File: src/rtl/tail_light_pkg.sv
// Shared types and constants for the tail-light sequencer.
package tail_light_pkg;

    typedef enum logic [1:0] {
        IDLE   = 2'd0,
        LEFT   = 2'd1,
        RIGHT  = 2'd2,
        HAZARD = 2'd3
    } mode_e;

    localparam logic [7:0] SEG_BLANK = 8'hFF;

endpackage

File: src/rtl/step_prescaler.sv
// Step-rate prescaler: counts 0..STEP_CYCLES-1 while enabled and pulses tick on the wrap cycle.
module step_prescaler #(
    parameter int STEP_CYCLES = 25_000_000
) (
    input  logic clk,
    input  logic reset,
    input  logic en,
    input  logic clr,
    output logic tick
);

    localparam int CW = (STEP_CYCLES > 1) ? $clog2(STEP_CYCLES) : 1;
    localparam logic [CW-1:0] LAST = CW'(STEP_CYCLES - 1);

    logic [CW-1:0] cnt;

    assign tick = en && (cnt == LAST);

    always_ff @(posedge clk or posedge reset) begin
        if (reset) begin
            cnt <= '0;
        end else if (clr || tick) begin
            cnt <= '0;
        end else if (en) begin
            cnt <= cnt + 1'b1;
        end
    end

endmodule

File: src/rtl/tail_light_seq.sv
// Tail-light sweep/flash driver for a multiplexed 7-seg display (active-low anodes and segments).
// Optional brake input when TAIL_LIGHT_BRAKE_EN is defined.
module tail_light_seq
    import tail_light_pkg::*;
#(
    parameter int         NUM_DIGITS  = 4,
    parameter int         STEP_CYCLES = 25_000_000,
    parameter logic [7:0] SEG_PATTERN = 8'hC6
) (
    input  logic                  clk,
    input  logic                  reset,
    input  logic                  en,
    input  logic                  left,
    input  logic                  right,
    input  logic                  hazard,
    output logic [NUM_DIGITS-1:0] an,
    output logic [7:0]            sseg,
    output logic [1:0]            mode_o,
    output logic                  tick_o
`ifdef TAIL_LIGHT_BRAKE_EN
    ,
    input  logic                  brake
`endif
);

    localparam int SW   = $clog2(NUM_DIGITS + 1);
    localparam int HALF = NUM_DIGITS / 2;
    localparam logic [SW-1:0] LAST_STEP = SW'(NUM_DIGITS);

    mode_e                 mode, mode_req;
    logic [SW-1:0]         step, step_nxt;
    logic                  change, pre_en, pre_clr, pre_tick;
    logic [NUM_DIGITS-1:0] lit;
    int                    step_i;

    assign step_i = int'(step);
    assign mode_o = mode;

    // Request priority: hazard (or both turn signals) wins over a single turn.
    always_comb begin
        mode_req = IDLE;
        if (hazard || (left && right)) mode_req = HAZARD;
        else if (left)                 mode_req = LEFT;
        else if (right)                mode_req = RIGHT;
    end

    assign change  = (mode_req != mode);
    assign pre_en  = en && (mode != IDLE);
    assign pre_clr = change || (mode == IDLE);
    assign tick_o  = pre_tick && !change;

    step_prescaler #(
        .STEP_CYCLES(STEP_CYCLES)
    ) u_prescaler (
        .clk  (clk),
        .reset(reset),
        .en   (pre_en),
        .clr  (pre_clr),
        .tick (pre_tick)
    );

    always_ff @(posedge clk or posedge reset) begin
        if (reset) mode <= IDLE;
        else       mode <= mode_req;
    end

    always_comb begin
        step_nxt = step;
        if (change) begin
            step_nxt = '0;
        end else if (tick_o) begin
            case (mode)
                LEFT, RIGHT: step_nxt = (step == LAST_STEP) ? '0 : step + 1'b1;
                HAZARD:      step_nxt = (step == '0) ? SW'(1) : '0;
                default:     step_nxt = '0;
            endcase
        end
    end

    always_ff @(posedge clk or posedge reset) begin
        if (reset) step <= '0;
        else       step <= step_nxt;
    end

    // Pattern decode: lit[i]=1 means digit i is on.
    always_comb begin
        lit = '0;
        for (int i = 0; i < NUM_DIGITS; i++) begin
            case (mode)
                LEFT:    lit[i] = (step_i < NUM_DIGITS) && (i <= step_i);
                RIGHT:   lit[i] = (step_i < NUM_DIGITS) && (i >= NUM_DIGITS - 1 - step_i);
                HAZARD:  lit[i] = (step == '0);
                default: lit[i] = 1'b0;
            endcase
`ifdef TAIL_LIGHT_BRAKE_EN
            // Brake forces the non-sweeping half on; hazard flashing is left alone.
            if (brake && ((mode == IDLE) ||
                          (mode == LEFT  && i >= HALF) ||
                          (mode == RIGHT && i <  HALF)))
                lit[i] = 1'b1;
`endif
        end
    end

    always_ff @(posedge clk or posedge reset) begin
        if (reset) begin
            an   <= '1;
            sseg <= SEG_BLANK;
        end else begin
            an   <= ~lit;
            sseg <= (|lit) ? SEG_PATTERN : SEG_BLANK;
        end
    end

endmodule
File: config.mk
export PLATFORM = sky130hd
export DESIGN_NAME = tail_light_seq
export DESIGN_NICKNAME = d
export VERILOG_FILES = /design/src/rtl/tail_light_pkg.sv /design/src/rtl/step_prescaler.sv /design/src/rtl/tail_light_seq.sv
export SDC_FILE = /design/constraint.sdc
export NUM_CORES = 1
export LEC_CHECK = 0
export ABC_AREA = 1
export BUFFER_PORTS_ARGS = -buffer_cell sky130_fd_sc_hd__clkbuf_2
export CAP_MARGIN = 0
export CORE_MARGIN = 2
export CORE_UTILIZATION = 55
export DETAILED_ROUTE_END_ITERATION = 7
export HOLD_SLACK_MARGIN = 0.03
export PLACE_DENSITY = 0.74
export SLEW_MARGIN = 20
export SYNTH_ARGS = -nofsm -noshare
export SYNTH_HDL_FRONTEND = slang
export SYNTH_SLANG_ARGS = --single-unit
File: constraint.sdc
create_clock -name clk -period 4.15 [get_ports clk]
set_input_delay 0.415 -clock clk [delete_from_list [all_inputs] [get_ports clk]]
set_output_delay 0.415 -clock clk [all_outputs]
set_load 0.02 [all_outputs]
==> impl_metrics.ini <==
[synth]
synth_edf_count = 0
post_synth_fa_ha_maj_area_fraction_pct = 5.22
synth_top_area_share_pct = 31.3
synth.largest_area_cell = sky130_fd_sc_hd__dfrtp_1
asyncSetResetFlopFracSynth_pct = 100
cells_after_synth = 329
compound_gate_portion_of_the_synthesized_area_pct = 2.09
synth_cell_type_count = 28
ys_seq_elements = 35
synth_simple_gate_area_share_pct = 40.4
yosys-mux-area-fraction_pct = 0
synth_seq_area_share_pct = 36.8
synth_top_cells_by_area = sky130_fd_sc_hd__dfrtp_1 (31%), sky130_fd_sc_hd__nand2_1 (11%), sky130_fd_sc_hd__nor2_1 (8.1%), sky130_fd_sc_hd__nand3_1 (7.1%), sky130_fd_sc_hd__inv_1 (6.7%)
ys_dominant_reg_cell = sky130_fd_sc_hd__dfrtp_1
synth_top_family_by_area = simple AND/OR/NAND/NOR gates
post_synth_xor_area_fraction_pct = 5.11
netlist_area_mm2 = 0.00240
synth_area_per_cell_um2 = 7.29
synth_warnings = 0

[sta]
final_hold_viol_count = 0
finalMaxSlewViolations = 0
timing.setup.tns_ns = 0
post-route-period-util_pct = 55.9
maxClockFrequency_mhz = 431
fin_worst_skew_ns = 0.00424
setup_ws_ns = 1.83
final.hold.worst_slack_ns = 0.185
finalSetupViolCount = 0
rsz0062_at_grt = false
final.min_clock_period_ns = 2.32

[power_and_ir_drop]
power_frac_clock_pct = 38.5
seqPwrFrac_pct = 50.2
total_power_uw = 708
sw_pwr_uw = 185
powerDensity_mw_per_mm2 = 273
cellInternalPower_uw = 523
swShare_pct = 26.1
cellLeakagePower_uw = 0.00114
vdd_drop_max_uv = 202
p_comb_share_pct = 11.3

[clock_network]
cts.hold.buffers_added = 0
cts_repair_resize_count = 0
cts-root-to-sink-buffers = 2
clock-root-buffer = sky130_fd_sc_hd__clkbuf_8
post-cts-setup-buffers = 0
path_clk_slew_ns = 0.07
cts-buffers-inserted = 5
cts_num_sinks = 35
cts_tree = built
cts_max_level = 2
clkLatencyLatePin_ns = 0.29

[drt]
drc_errors = 0
ant_nets = 0
routed_wl_um = 4900
vias = 2045
post_drt_via_cell_ratio = 5.11
drt_iter0_markers = 121
drtPass1Iterations = 4
wire_per_inst_um = 12.2

[critical_path]
timing.critical_path.depth = 6
worst-path-buf-inv = 2
r2r_start = mode_o[0]
critical_path.reg2reg.endpoint = step[1]
setup.reg_to_reg.worst_slack_ns = 2.34
reg2regPathDepth = 8
timing.critical_path.from = mode_o[0]
worst_path_dominant_cell_family = simple AND/OR/NAND/NOR gates
cp_data_arrival_time_ns = 1.90
worst_setup_start_kind = register
worstPathCellList = inv_1 > ha_1 > nor4_1 > nand4_1 > nor2_1 > clkbuf_2
crit_path_max_incr_delay_ns = 0.42
crit_type = reg2out
critPathRequiredTime_ns = 3.73
critPathSlowestCell = sky130_fd_sc_hd__dfrtp_1
cp_max_fo = 6
critical_path.endpoint_type = output pin
endpoint = tick_o

[global_routing]
first_global_vias = 1959
global_route.overflow_total = 0
global_route_usage_over_all_layers_pct = 22.5
grt_first_pass_wirelength_um = 8830
antenna_found_initial = 0
grt_max_degree = 36

[place]
detailedPlacementHpwl_um = 3690
place.gp.congestion = 0.902
numPortBuffers = 16
post-place-ws_ns = 2.16
dpl.cell_count = 392

[worst_hold_path]
min-delay-path-class = in2async

[cells_and_area]
mostFrequentLayoutCell = sky130_fd_sc_hd__nand2_1
synthToLayoutAreaGrowth_pct = 8.04
n_antenna_cell = 0
most_frequent_cells_in_the_layout = sky130_fd_sc_hd__nand2_1 (72), sky130_fd_sc_hd__nor2_1 (52), sky130_fd_sc_hd__inv_1 (43)
fillerInstances = 400
layoutNonFillerInstCount = 400
drive_gt1_share_pct = 15.2
finish.net_count = 363

[floorplan]
die_w_um = 70.0
core_area_mm2 = 0.00426
chipHeight_um = 70.0
design.die.area_mm2 = 0.00490
starting_density_of_the_core_pct = 56.2
core.rowCount = 24
num_io_pins = 21

[outcome]
run_status = finished clean

[job]
maxCapViolations = 0
[cells by family (layout without fill, tap and decap cells)]
group / count (synthesis) / count (layout)
and+or+nand+nor: 204 / 204
buffers and inverters: 55 / 71
DFF: 35 / 35
xor gates and xnor gates: 14 / 14
adders and majority gates: 10 / 10
AOI/OAI and AO/OA: 10 / 10
other: 1 / 4
[power groups by stage]
stage | registers, µW | logic, µW | clock network (µW)
2_1_floorplan | 368 | 60.9 | 0
3_3_place_gp | 361 | 80.1 | 0
3_5_place_dp | 361 | 80.9 | 0
4_1_cts | 355 | 81.2 | 281
5_1_grt | 356 | 91.6 | 292
6_report | 355 | 80.2 | 273
[cell usage after synthesis, types with 3 or more instances]
cell type,number
sky130_fd_sc_hd__nand2_1,72
sky130_fd_sc_hd__nor2_1,52
sky130_fd_sc_hd__inv_1,43
sky130_fd_sc_hd__nand3_1,34
sky130_fd_sc_hd__dfrtp_1,30
sky130_fd_sc_hd__nand4_1,16
sky130_fd_sc_hd__xor2_1,12
sky130_fd_sc_hd__nor2_2,11
sky130_fd_sc_hd__ha_1,10
sky130_fd_sc_hd__buf_4,7
sky130_fd_sc_hd__nor2_4,6
sky130_fd_sc_hd__dfstp_2,5
sky130_fd_sc_hd__nor3_1,5
sky130_fd_sc_hd__o21ai_0,5
sky130_fd_sc_hd__a21oi_1,3
sky130_fd_sc_hd__nand2_2,3
[worst min-delay path by stage]
stage / cells after the start / slack (ns) / endpoint
after global routing: 3 / 0.26 / u_prescaler.cnt[19]
after CTS: 3 / 0.21 / u_prescaler.cnt[19]
after detailed placement: 3 / 0.53 / u_prescaler.cnt[19]
after floorplan: 2 / 0.50 / step[2]
final: 3 / 0.19 / u_prescaler.cnt[19]
after global placement: 3 / 0.51 / u_prescaler.cnt[19]
[layer usage]
metal  global-route usage [%]  part of all wire, %  up-vias
li1                         -                    -     1061
met1                     28.4                   46      930
met2                     37.2                   48       42
met3                     4.62                  3.5       12
met4                     9.83                  2.9        0
met5                        0                    0        -
[worst min-delay path: stages]
cell and delay [ns]:
sky130_fd_sc_hd__clkbuf_2 0.08, sky130_fd_sc_hd__inv_1 0.04, sky130_fd_sc_hd__buf_4 0.37
[per-stage QoR]
stage / utilization [%] / area (µm²)
6_report: 60.7 / 2590
4_1_cts: 60.7 / 2590
3_5_place_dp: 58.4 / 2490
2_1_floorplan: - / 2410
5_1_grt: 60.7 / 2590
3_3_place_gp: 58.4 / 2490
[registers in the layout, summed over array words and instances, names as in the netlist]
name             count
u_prescaler.cnt     25
sseg                 1
an                   4
step                 3
mode_o               2
[cell type report]
type,instances,area (µm²),area share [%]
clock buffers,8,100,3.86
inverters,46,173,6.67
multi-input cells,242,1280,49.5
flip-flops and latches,35,882,34.1
well taps,52,65.1,2.51
repair buffers,17,87.6,3.38
Note: power is estimated with default switching activity, not from simulation.
